### config.mk
export PLATFORM = sky130hd
export DESIGN_NAME = bus_sequencer
export DESIGN_NICKNAME = d
export VERILOG_FILES = /design/src/rtl/bus_sequencer.sv
export SDC_FILE = /design/constraint.sdc
export NUM_CORES = 1
export LEC_CHECK = 0
export BUFFER_PORTS_ARGS = -buffer_cell sky130_fd_sc_hd__buf_4
export CAP_MARGIN = 15
export CORE_MARGIN = 5
export CORE_UTILIZATION = 45
export CTS_CLUSTER_SIZE = 30
export DETAILED_ROUTE_END_ITERATION = 10
export GPL_TIMING_DRIVEN = 1
export PLACE_DENSITY_LB_ADDON = 0.15
export SLEW_MARGIN = 20
export SYNTH_ARGS = -nofsm -noshare
export SYNTH_HDL_FRONTEND = slang
export SYNTH_SLANG_ARGS = --single-unit
### constraint.sdc
create_clock -name clk -period 4 [get_ports clk]
set_clock_uncertainty 0.2 [all_clocks]
set_input_delay 0.4 -clock clk [delete_from_list [all_inputs] [get_ports clk]]
set_output_delay 0.4 -clock clk [all_outputs]
set_load 0.01 [all_outputs]
### src/rtl/bus_sequencer.sv
// bus_sequencer: control sequencer for a basic 16-bit accumulator computer.
// Drives bus source selection, register strobes and the AC operation for
// each timing step of the fetch/decode/execute cycle.
module bus_sequencer (
    input  logic        clk,
    input  logic        rst_n,
    input  logic        start,
    input  logic [15:0] ir_in,
    input  logic        dr_zero,
    output logic [2:0]  bus_code,
    output logic        ar_ld,
    output logic        ar_inr,
    output logic        pc_ld,
    output logic        pc_inr,
    output logic        dr_ld,
    output logic        dr_inr,
    output logic        ir_ld,
    output logic        ac_ld,
    output logic        mem_wr,
    output logic [2:0]  alu_op,
    output logic [2:0]  sc,
    output logic        halted
);

    typedef enum logic {IDLE, RUN} state_t;

    state_t     state;
    state_t     state_next;
    logic [2:0] sc_next;
    logic       end_instr;
    logic       do_halt;
    logic [2:0] op_d;
    logic       op_i;

    assign op_d   = ir_in[14:12];
    assign op_i   = ir_in[15];
    assign halted = (state == IDLE);

    // State and timing-step registers; reset drops straight back to IDLE at T0.
    always_ff @(posedge clk or negedge rst_n) begin
        if (!rst_n) begin
            state <= IDLE;
            sc    <= 3'd0;
        end else begin
            state <= state_next;
            sc    <= sc_next;
        end
    end

    // Decode the current step into bus/strobe/ALU controls and the next state.
    always_comb begin
        bus_code   = 3'b000;
        ar_ld      = 1'b0;
        ar_inr     = 1'b0;
        pc_ld      = 1'b0;
        pc_inr     = 1'b0;
        dr_ld      = 1'b0;
        dr_inr     = 1'b0;
        ir_ld      = 1'b0;
        ac_ld      = 1'b0;
        mem_wr     = 1'b0;
        alu_op     = 3'b000;
        end_instr  = 1'b0;
        do_halt    = 1'b0;
        state_next = state;
        sc_next    = 3'd0;

        if (state == IDLE) begin
            if (start) begin
                state_next = RUN;
            end
        end else begin
            case (sc)
                3'd0: begin
                    bus_code = 3'b010;
                    ar_ld    = 1'b1;
                end
                3'd1: begin
                    bus_code = 3'b111;
                    ir_ld    = 1'b1;
                    pc_inr   = 1'b1;
                end
                3'd2: begin
                    bus_code = 3'b101;
                    ar_ld    = 1'b1;
                end
                3'd3: begin
                    if (op_d != 3'd7) begin
                        if (op_i) begin
                            bus_code = 3'b111;
                            ar_ld    = 1'b1;
                        end
                    end else begin
                        end_instr = 1'b1;
                        if (!op_i) begin
                            if (ir_in[11]) begin
                                alu_op = 3'b100;
                                ac_ld  = 1'b1;
                            end else if (ir_in[9]) begin
                                alu_op = 3'b101;
                                ac_ld  = 1'b1;
                            end else if (ir_in[5]) begin
                                alu_op = 3'b110;
                                ac_ld  = 1'b1;
                            end
                            do_halt = ir_in[0];
                        end
                    end
                end
                3'd4: begin
                    case (op_d)
                        3'd0, 3'd1, 3'd2, 3'd6: begin
                            bus_code = 3'b111;
                            dr_ld    = 1'b1;
                        end
                        3'd3: begin
                            bus_code  = 3'b100;
                            mem_wr    = 1'b1;
                            end_instr = 1'b1;
                        end
                        3'd4: begin
                            bus_code  = 3'b001;
                            pc_ld     = 1'b1;
                            end_instr = 1'b1;
                        end
                        3'd5: begin
                            bus_code = 3'b010;
                            mem_wr   = 1'b1;
                            ar_inr   = 1'b1;
                        end
                        default: end_instr = 1'b1;
                    endcase
                end
                3'd5: begin
                    case (op_d)
                        3'd0, 3'd1, 3'd2: begin
                            ac_ld     = 1'b1;
                            alu_op    = op_d + 3'd1;
                            end_instr = 1'b1;
                        end
                        3'd5: begin
                            bus_code  = 3'b001;
                            pc_ld     = 1'b1;
                            end_instr = 1'b1;
                        end
                        3'd6: dr_inr = 1'b1;
                        default: end_instr = 1'b1;
                    endcase
                end
                3'd6: begin
                    if (op_d == 3'd6) begin
                        bus_code = 3'b011;
                        mem_wr   = 1'b1;
                        pc_inr   = dr_zero;
                    end
                    end_instr = 1'b1;
                end
                default: end_instr = 1'b1;
            endcase

            if (do_halt) begin
                state_next = IDLE;
            end
            sc_next = end_instr ? 3'd0 : sc + 3'd1;
        end
    end

endmodule
; ---- After elaboration in Yosys (flattened, before gate mapping)
; Index checks and enable logic that the tools add are counted.
[word_totals]
register_bits = 4
elab_cells = 87
input_bits = 20
out_inout_bits = 19
[op_classes]
bitwise = 1
n_mux = 61
n_addsub = 2
reduce_logical = 8
eq_ne = 13
[op_table]
columns = op, count
row1 = $mux W1, 39
row2 = $mux W3, 12
row3 = $pmux W3 S7, 1
row4 = $eq A3 B3 Y1 const B, 6
row5 = $eq A3 B2 Y1 const B, 4
row6 = $pmux W3 S4, 1
row7 = $pmux W1 S2, 5
row8 = $add A3 B1 Y3 const B, 2
row9 = $eq A3 B1 Y1 const B, 2
row10 = $logic_not A3 Y1, 2
row11 = $pmux W3 S2, 1
row12 = $reduce_or A3 Y1, 2
row13 = $reduce_or A5 Y1, 1
row14 = $pmux W1 S4, 1
row15 = $reduce_or A2 Y1, 2
row16 = $reduce_or A4 Y1, 1
row17 = $ne A3 B3 Y1 const B, 1
row18 = $mux W2, 1
row19 = $not A1 Y1, 1

; ---- Logic depth before layout (Yosys ltp)
; Gate-level depths: netlist of run 1.
[logic_depth]
ltp_word = 7
ltp_mapped = 6
mapped_depth_nobuf = 5

; ---- Worst setup path after synthesis of run 1
; OpenSTA, ideal clock, no wires.
[synth_timing]
path_kind = input to output
from = input ir_in[14]
to = output alu_op[2]
path_buffers = 1
t_required_ps = 3400
path_slack_ps = 1788
path_stages = 5
arrival_time_ps = 1612
cell_sequence = buf_2 inv_1 ha_1 or4_1 a21oi_1
[synth_via]
elab_chain_len = 5
elab_cells_between_ends = 10
cone_classes = 1 x add/sub / 3 x eq/ne / 4 x mux / 2 x reduce/logical
[synth_lines]
columns = element, line_no
row1 = from (decl), 8  ; input logic [15:0] ir_in,
row2 = branches (longest 3 deep; another with $add A3 B1 Y3), n/a
row3 = $pmux W3 S2 *, 73  ; case (sc)
row4 = $mux W3 *, 68  ; if (state == IDLE) begin
row5 = to (decl), 20  ; output logic [2:0] alu_op,
; Mark *: on every way between the ends.

; ---- Worst setup path in the final report of run 1
[layout_timing]
from = register sc[2]
to = output bus_code[0]
[layout_via]
elab_chain_len = 3
elab_cells_between_ends = 9
cone_classes = 6 x eq/ne / 2 x mux / 1 x reduce/logical
[layout_lines]
columns = element, line_no
row1 = from (decl), 21  ; output logic [2:0] sc,
row2 = from (signal assigned), 46  ; sc <= sc_next;
row3 = $eq A3 B3 Y1 (tied with other cells), 73
row4 = $pmux W3 S7 *, 73
row5 = $mux W3 *, 68
row6 = to (decl), 10  ; output logic [2:0] bus_code,
; Mark *: on every way between the ends. The rest lies on a longest branch, timed or not.

==> results of run 1 <==
layout make-up:
cell class / count / share of cell area (%)
timing repair buffer: 31 / 25.7
tap: 16 / 2.19
multi-input combinational: 70 / 55.1
clock buffer: 3 / 2.46
sequential: 4 / 10.9
inverter: 9 / 3.69
worst max-delay path by stage:
stage	start	endpoint	slack (ns)	depth (start not counted)
finish	sc[2]	bus_code[0]	1.45	5
floorplan	ir_in[14]	alu_op[2]	1.79	5
CTS	sc[2]	bus_code[0]	1.47	5
global placement	ir_in[12]	alu_op[2]	1.56	6
global route	sc[2]	bus_code[0]	1.33	5
detailed placement	ir_in[12]	alu_op[2]	1.57	6
critical path, stage by stage, from the launching register on:
cell	delay, ns
dfrtp_1	0.50
inv_1	0.14
ha_1	0.26
o41ai_1	0.54
a31oi_1	0.09
buf_4	0.17
kinds of logic after synthesis:
family | Yosys count | synth area share, %
adders and majority gates | 11 | 20.5
muxes | 1 | 1.49
DFF | 4 | 14.9
and+or+nand+nor | 37 | 32.3
AOI/OAI and AO/OA | 21 | 20.9
buffers and inverters | 13 | 9.89
per-layer routing:
| layer | vias to the layer above | part of all wire (%) | global-route usage, % |
|---|---|---|---|
| li1 | 377 | - | - |
| met1 | 324 | 45 | 18.6 |
| met2 | 25 | 47 | 23.9 |
| met3 | 2 | 7.8 | 3.99 |
| met4 | 0 | 0.98 | 6.73 |
| met5 | - | 0 | 0 |
flip-flops by register name (all words and copies together) (netlist names):
| name | count |
|---|---|
| sc | 3 |
| state | 1 |
power groups by stage:
stage               combinational, mW  clock [mW]  sequential [mW]
floorplan                       0.222           0           0.0715
global placement                0.344           0           0.0723
detailed placement              0.354           0           0.0729
CTS                             0.356      0.0512           0.0723
global route                    0.394      0.0561           0.0757
finish                          0.351      0.0497           0.0722
through the flow:
step | instances | area (um2) | hold WS (ns) | util [%] | worst slack (ns)
5_1_grt | 133 | 916 | 0.150 | 63.0 | 1.33
3_5_place_dp | 129 | 883 | -0.00371 | 60.8 | 1.57
4_1_cts | 133 | 916 | 0.152 | 63.0 | 1.47
6_report | 133 | 916 | 0.155 | 63.0 | 1.45
3_3_place_gp | 129 | 883 | -0.00451 | 60.8 | 1.56
2_1_floorplan | 87 | 671 | -0.0956 | - | 1.79
cells in the final DEF (no fill, tap or decap), types with 2 or more instances in the layout:
| master | instances |
|---|---|
| inv_1 | 9 |
| ha_1 | 11 |
| a31oi_1 | 3 |
| dfrtp_1 | 4 |
| nor2_1 | 6 |
| nand3_1 | 5 |
| and3b_1 | 2 |
| a22o_1 | 2 |
| clkbuf_4 | 3 |
| a21oi_1 | 9 |
| or4_1 | 2 |
| buf_4 | 30 |
| nand2_1 | 2 |
| nand2b_1 | 3 |
| nor3_1 | 5 |
what timing repair did:
item | in CTS | in global routing
buffers inserted | 0 | 0
endpoints found under the hold margin | 4 | 0
hold buffers | 1 | 0
==> metrics, run 1 <==
R2R cell count=5; # DRC=0; Synth Flop Type=dfrtp_1; r2r setup slk=2.31 ns; vias in the first global route=700; CP required=3.40 ns; Netlist cell types=35; Power Total=about 0.47 mW; 1st-iter DRT viols=8; CTS resizes=0; Logic pwr share=around 74%; # rows=14; most numerous cell in the Yosys netlist=ha_1; worst vdd ir=0.386 mV; diode count=0; Synth Area per Inst=between 7 and 8 um2; pin count of the biggest net entering global routing=15; DRT Pass-1 Iters=4; Die ar.=about 2400 um2; via count=~730; Placer Congestion=approximately 0.84; crit end category=primary output; final hold violation count=0; Bufs on Longest Clock Path=2; Synth top area share=between 20% and 30%; Synthesis Warnings=0; Final min period=~2.5 ns; Setup TNS=0 ns; sequential area share after synthesis=between 10% and 20%; cell internal pwr=between 0.2 and 0.3 mW; Leak=around 0.47 nW; synthesized flop and latch total=4; IO Count=39; Worst-path clk slew=~0.040 ns; RSZ-0062 raised after global routing=no; Clock Sinks=4; share of cells above drive strength 1=about a third; syn_nets=roughly 120; clk root buf=clkbuf_4; final setup violating endpoints=0; synth top area cells=ha_1 (21%), dfrtp_1 (15%), a21oi_1 (6.7%); max-cap violations=0; Hold Path Sink=state; Final nets=150; clk_lat worst skew=0.24 ns; clock share of power=between 10% and 20%; FF-to-FF End=sc[1]; Area Growth Syn to Fin=36.6%; die width=48.6 um; CTS tree=yes; Setup Crit Path Kind=flip-flop to primary output; first-pass GRT wire length=2990 um; mean routed wirelength per cell=about 12 um; H-Tree Depth=1; antenna violations before repair=0; switching power=roughly 0.21 mW; DP Wirelength=~1400 um; register area=about 100 um2; # port buffers=30; slew at the pin closest to its max-slew limit=around 0.56 ns; number of flops mapped to enable cells by yosys=0; sw frac=44.1%; Sequential Power Share=around 15%; Via density=roughly 5.5; GRT Util Overall=about 15%; crit path max fanout=10; mapped cell area=about 670 um2; Post-Synthesis Cells=just under 90; Worst Hold Launch=ir_in[0]; Startpoint Class=flip-flop; WHS Path Cells=2; PD cells=roughly 520 nW/um2; top cells by count, synth=ha_1 (11), a21oi_1 (9), inv_1 (9), nor2_1 (6); post-route ant nets=0; Multi-input gate area=504 um2; fin. max-slew vios=0; grt ovf=0; FILL cells=roughly 160; Slew headroom=62.5%; Hold/Removal Path Class=input port to flip-flop; Worst R2R Start=sc[0]; crit path DAT=approximately 2.0 ns; FFs w/ async S/R, synth=100%; fmax=between 300 and 400 MHz; Tcrit/Tclk final=a little under two thirds; Core Box Area=1450 um2; cts bufs inserted=3; Initial Util=roughly 46%; status=finished, final reports clean; Die Span Y=between 40 and 50 um; Detailed Route WL=approximately 1600 um; cell type with the largest total area after synthesis=ha_1
Note: power is estimated with default switching activity, not from simulation.
==> run 2, diff against run 1 <==
--- a/config.mk
+++ b/config.mk
@@ -8,7 +8,7 @@
 export BUFFER_PORTS_ARGS = -buffer_cell sky130_fd_sc_hd__buf_4
 export CAP_MARGIN = 15
 export CORE_MARGIN = 5
-export CORE_UTILIZATION = 45
+export CORE_UTILIZATION = 43
 export CTS_CLUSTER_SIZE = 30
 export DETAILED_ROUTE_END_ITERATION = 10
 export GPL_TIMING_DRIVEN = 1
==> constraint.sdc (replaced) <==
create_clock -name clk -period 2.5 [get_ports clk]
set_clock_uncertainty 0.2 [all_clocks]
set_input_delay 0.25 -clock clk [delete_from_list [all_inputs] [get_ports clk]]
set_output_delay 0.25 -clock clk [all_outputs]
set_load 0.01 [all_outputs]
==> run 2 against run 1 <==
Sequential cell count unchanged. Global-route usage is 0.66 points lower. Sequential power grew 62%. Final area rose by 2.7%. Non-clock buffer count grew 1. Clock power is 50% higher. Worst hold slack worse by 0.065 ns. Die area up 3.7%. Largest cell class unchanged.
==> metrics, run 2 (synthesis results as in run 1) <==
first-pass GRT wire length=2940 um (-1.6%); final hold violation count=0 (unchanged); Finished Layout Cells=134 (+0.75%); final setup violating endpoints=0 (unchanged); # DRC=0 (unchanged); Worst R2R Start=sc[0]; largest reg by FF count=sc; max-cap violations=0 (unchanged); pin count of the biggest net entering global routing=15 (unchanged); PD cells=819 nW/um2 (+59%); Hold/Removal Path Class=input port to flip-flop; Bufs on Longest Clock Path=2 (unchanged); die width=49.5 um (+1.8%); 1st-iter DRT viols=13 (+5); fin. max-slew vios=0 (unchanged); setup slack at placement=0.352 ns (-1.21 ns); DRT Pass-1 Iters=4 (unchanged); critical path's top delay family=simple AND/OR/NAND/NOR gates; slew at the pin closest to its max-slew limit=0.360 ns (-0.195 ns); post-route ant nets=0 (unchanged); crit end category=primary output; slowest stage delay, CP=0.49 ns (-0.05 ns); # port buffers=30 (unchanged); design area=941 um2 (+2.7%); Die Span Y=49.5 um (+1.8%); CP Cell Sequence=inv_1, ha_1, nand2_2, or4_1, a21oi_1, buf_4; Startpoint Class=flip-flop; cts bufs inserted=3 (unchanged); crit path DAT=1.90 ns (-0.05 ns); r2r setup slk=0.79 ns (-1.52 ns); Slew headroom=75.7% (+13 points); via count=716 (-1.6%); WHS Path Cells=3 (+1); FF-to-FF End=sc[2]; critical-path cell with the highest stage delay=or4_1; status=finished, final reports clean; Placed Instances=129 (unchanged); R2R cell count=5 (unchanged); Detailed Route WL=1710 um (+4.3%); leading cell type in the layout, fill and taps excluded=buf_4; placed instance area=883 um2 (unchanged); Setup TNS=0 ns (unchanged); Die ar.=2450 um2 (+3.7%); Multi-input gate area=518 um2 (+2.7%); Clock Sinks=4 (unchanged); Via density=5.34 (-2.4%); crit path max fanout=7 (-3); most frequent cells in the layout=buf_4 (30), ha_1 (11), inv_1 (9), a21oi_1 (9), nor2_1 (6); Core Box Area=1490 um2 (+2.4%); Placer Congestion=0.817 (-2.6%); clk root buf=clkbuf_4; Leak=0.479 nW (+2.0%); DP Wirelength=1400 um (+2.8%); post-route setup slack=0.148 ns (-1.30 ns); Initial Util=45.0% (-1.1 points); Buf+Inv Stages, Crit Path=2 (unchanged); GRT Util Overall=14.3% (-0.66 points); FILL cells=137 (-12%); max reg flops=3 (unchanged); Final min period=approximately 2.4 ns; Largest regs=sc x3, state x1; fmax=425 MHz; # rows=14 (unchanged); diode count=0 (unchanged); setup bufs post-CTS=0 (unchanged); IO Count=39 (unchanged); mean routed wirelength per cell=12.7 um (+3.5%); RSZ-0062 raised after global routing=no; Tcrit/Tclk final=94.1%; Area Growth Syn to Fin=40.3%; worst vdd ir=0.674 mV (+75%); Hold Path Sink=state; Worst Hold Launch=start; Worst-path clk slew=0.04 ns (about the same); vias in the first global route=694 (-0.86%); Final nets=151 (+0.67%); share of cells above drive strength 1=33.9% (+2.3 points); CTS tree=yes; antenna violations before repair=0 (unchanged); grt ovf=0 (unchanged); CP required=2.05 ns (-1.35 ns); clk_lat worst skew=0.23 ns (about the same); register area=101 um2 (+1.2%); H-Tree Depth=1 (unchanged); Setup Crit Path Kind=flip-flop to primary output
-- run 2: routing by layer --
layer,vias to the layer above,track usage [%],part of all wire [%]
met2,26,23.0,44
met3,0,4.22,7.5
met5,-,0,0
met4,0,4.37,0
met1,314,18.4,49
li1,376,-,-
-- run 2: how the worst max path moves through the flow --
stage,startpoint,depth (start not counted),endpoint,slack (ns)
after global routing,sc[1],6,alu_op[2],0.02
after CTS,sc[2],5,bus_code[1],0.13
after global placement,ir_in[12],6,alu_op[2],0.35
final,sc[1],6,alu_op[2],0.15
after floorplan,sc[1],5,alu_op[2],0.52
after detailed placement,ir_in[12],6,alu_op[2],0.35
-- run 2: cell type report --
type                            instances  share of cell area [%]
Timing Repair Buffer                   32                    26.1
Inverter                                9                    3.59
Multi-Input combinational cell         70                    55.1
Tap cell                               16                    2.13
Sequential cell                         4                    10.8
Clock buffer                            3                    2.39
-- run 2: stage by stage --
step / hold WS [ns] / power [mW] / utilization, %
after floorplan: -0.246 / 0.469 / -
after global placement: -0.154 / 0.669 / 59.3
after detailed placement: -0.154 / 0.679 / 59.3
after CTS: 0.00368 / 0.759 / 61.5
after global routing: 0.0962 / 0.856 / 63.2
final: 0.0896 / 0.771 / 63.2
-- run 2: what timing repair did --
item / 4_1_cts / 5_1_grt
resized for setup: 0 / 3
endpoints found under the hold margin: 4 / 1
hold buffers: 1 / 1
endpoints found under the setup margin: 0 / 3
-- run 2: worst reg2reg max path, cell delays in order (launching register included) --
cell and delay [ns]:
dfrtp_1 0.40, inv_1 0.08, ha_1 0.27, and2_4 0.19, a32o_2 0.28, nor3_1 0.19
-- run 2: power breakdown --
| group | switching [mW] | total, mW | internal [mW] |
|---|---|---|---|
| Sequential | 0.0298 | 0.117 | 0.0873 |
| Clock | 0.0213 | 0.0746 | 0.0533 |
| Combinational | 0.285 | 0.579 | 0.294 |
==> run 3, diff against run 2 <==
--- a/config.mk
+++ b/config.mk
@@ -9,10 +9,11 @@
 export CAP_MARGIN = 15
 export CORE_MARGIN = 5
 export CORE_UTILIZATION = 43
+export CTS_CLUSTER_DIAMETER = 100
 export CTS_CLUSTER_SIZE = 30
 export DETAILED_ROUTE_END_ITERATION = 10
 export GPL_TIMING_DRIVEN = 1
-export PLACE_DENSITY_LB_ADDON = 0.15
+export PLACE_DENSITY = 0.83
 export SLEW_MARGIN = 20
 export SYNTH_ARGS = -nofsm -noshare
 export SYNTH_HDL_FRONTEND = slang
==> run 3 against run 2 <==
Final area is 0.80% lower. Setup slack better by 0.0050 ns. Routed wire length is 14% higher. Register-to-register slack worse by 0.10 ns. Critical path type unchanged. Die area stayed put. Total power is 4.4% higher. Critical path depth stayed put. Global-route usage is 1.7 points higher. Clock-buffer cell count stayed put. Sequential power hardly changed. Via count is 6.7% higher.
==> metrics, run 3 (synthesis results as in run 1) <==
Final min period=2.35 ns (-0.00500 ns); die width=49.5 um (unchanged); CTS tree=yes; # port buffers=30 (unchanged); max-cap violations=0 (unchanged); Finished Layout Cells=133 (-0.75%); WHS Path Cells=2 (-1); Initial Util=45.0% (unchanged); Placed Instances=129 (unchanged); slew at the pin closest to its max-slew limit=0.370 ns (+0.00930 ns); crit end category=primary output; Clock Sinks=4 (unchanged); DRT Pass-1 Iters=4 (unchanged); clk root buf=clkbuf_4; Via density=5.74 (+7.5%); FF-to-FF End=sc[1]; status=finished, final reports clean; fin. max-slew vios=0 (unchanged); setup bufs post-CTS=0 (unchanged); r2r setup slk=0.69 ns (-0.10 ns); grt ovf=0 (unchanged); crit path DAT=1.90 ns (about the same); Slew headroom=74.7% (-1.1 points); antenna violations before repair=0 (unchanged); mean routed wirelength per cell=14.6 um (+14%); Final nets=150 (-0.66%); via count=764 (+6.7%); critical-path cell with the highest stage delay=or4_1; Worst Hold Launch=ir_in[0]; final setup violating endpoints=0 (unchanged); fmax=426 MHz (+0.21%); Power Total=0.805 mW (+4.4%); design area=933 um2 (-0.80%); Placer Congestion=0.782 (-4.3%); CP Cell Sequence=inv_1, ha_2, nand2_2, or4_1, a21oi_1, buf_4; post-route setup slack=0.153 ns (+0.00500 ns); Hold Path Sink=state; most frequent cells in the layout=buf_4 (30), ha_1 (10), inv_1 (9), a21oi_1 (9), nor2_1 (6); share of cells above drive strength 1=35.0% (+1.1 points); clk_lat worst skew=0.23 ns (about the same); setup slack at placement=0.330 ns (-0.0213 ns); Hold Slack=0.00847 ns (-0.0811 ns); Setup TNS=0 ns (unchanged); Worst-path clk slew=0.03 ns (about the same); Leak=0.473 nW (-1.2%); Hold/Removal Path Class=input port to flip-flop; placed instance area=883 um2 (unchanged); Setup Crit Path Kind=flip-flop to primary output; PD cells=862 nW/um2 (+5.3%); RSZ-0062 raised after global routing=no; pin count of the biggest net entering global routing=15 (unchanged); final hold violation count=0 (unchanged); Die ar.=2450 um2 (unchanged); # rows=14 (unchanged); Core Box Area=1490 um2 (unchanged); DP Wirelength=1520 um (+8.1%); max reg flops=3 (unchanged); post-route ant nets=0 (unchanged); first-pass GRT wire length=3200 um (+8.9%); H-Tree Depth=1 (unchanged); Startpoint Class=flip-flop; crit path max fanout=7 (unchanged); largest reg by FF count=sc; slowest stage delay, CP=0.48 ns (about the same); Worst R2R Start=sc[0]; Die Span Y=49.5 um (unchanged); diode count=0 (unchanged); # DRC=0 (unchanged); Finished Core Util=62.7% (-0.50 points); IO Count=39 (unchanged); cts bufs inserted=3 (unchanged); Tcrit/Tclk final=93.9% (-0.20 points); Area Growth Syn to Fin=39.2%; vias in the first global route=747 (+7.6%); 1st-iter DRT viols=20 (+7); Detailed Route WL=1940 um (+14%); R2R cell count=5 (unchanged); CP required=2.05 ns (about the same); FILL cells=128 (-6.6%); Largest regs=sc x3, state x1; leading cell type in the layout, fill and taps excluded=buf_4; GRT Util Overall=16.0% (+1.7 points); Bufs on Longest Clock Path=2 (unchanged); worst vdd ir=0.356 mV (-47%)
run 3: cell count changes in the layout (fill, tap and decap cells not counted), sizes merged:
cell,before,now
dlygate4sd3,2,1
run 3: power by group:
group | switching [mW] | internal, mW | total, mW
Combinational | 0.309 | 0.299 | 0.608
Clock | 0.0250 | 0.0536 | 0.0786
Sequential | 0.0316 | 0.0872 | 0.119
Total | 0.366 | 0.439 | 0.805
run 3: final cells by class:
cell class                 count  area, um2  share of cell area, %
sequential                     4        101                   10.9
timing repair buffer          31        235                   25.2
clock buffer                   3       22.5                   2.41
inverter                       9       33.8                   3.62
tap                           16       20.0                   2.14
multi-input combinational     70        520                   55.8
run 3: how the worst max path moves through the flow:
stage / start / slack (ns) / endpoint
global placement: ir_in[12] / 0.37 / alu_op[2]
global route: sc[1] / 0.03 / alu_op[2]
detailed placement: sc[2] / 0.33 / bus_code[0]
floorplan: sc[1] / 0.52 / alu_op[2]
CTS: sc[2] / 0.08 / bus_code[0]
finish: sc[1] / 0.15 / alu_op[2]
run 3: worst max-delay path, delay by kind of cell, from the launching register on:
kind / cells / cell delay, ns
and+or+nand+nor: 2 / 0.60
AOI/OAI and AO/OA: 1 / 0.17
adders and majority gates: 1 / 0.26
buffers and inverters: 2 / 0.23
DFF: 1 / 0.41
run 3: repair_timing:
item,CTS,global route
hold endpoints to repair,4,0
resized for setup,0,4
endpoints found under the setup margin,0,5
hold buffers,1,0
run 3: per-layer routing:
layer  GRT usage (%)  wire length (um)  vias to the layer above
li1                -                 -                      376
met1            17.6               782                      358
met2            30.5              1040                       30
met3            1.81               114                        0
met4            6.55                 0                        0
met5               0                 0                        -
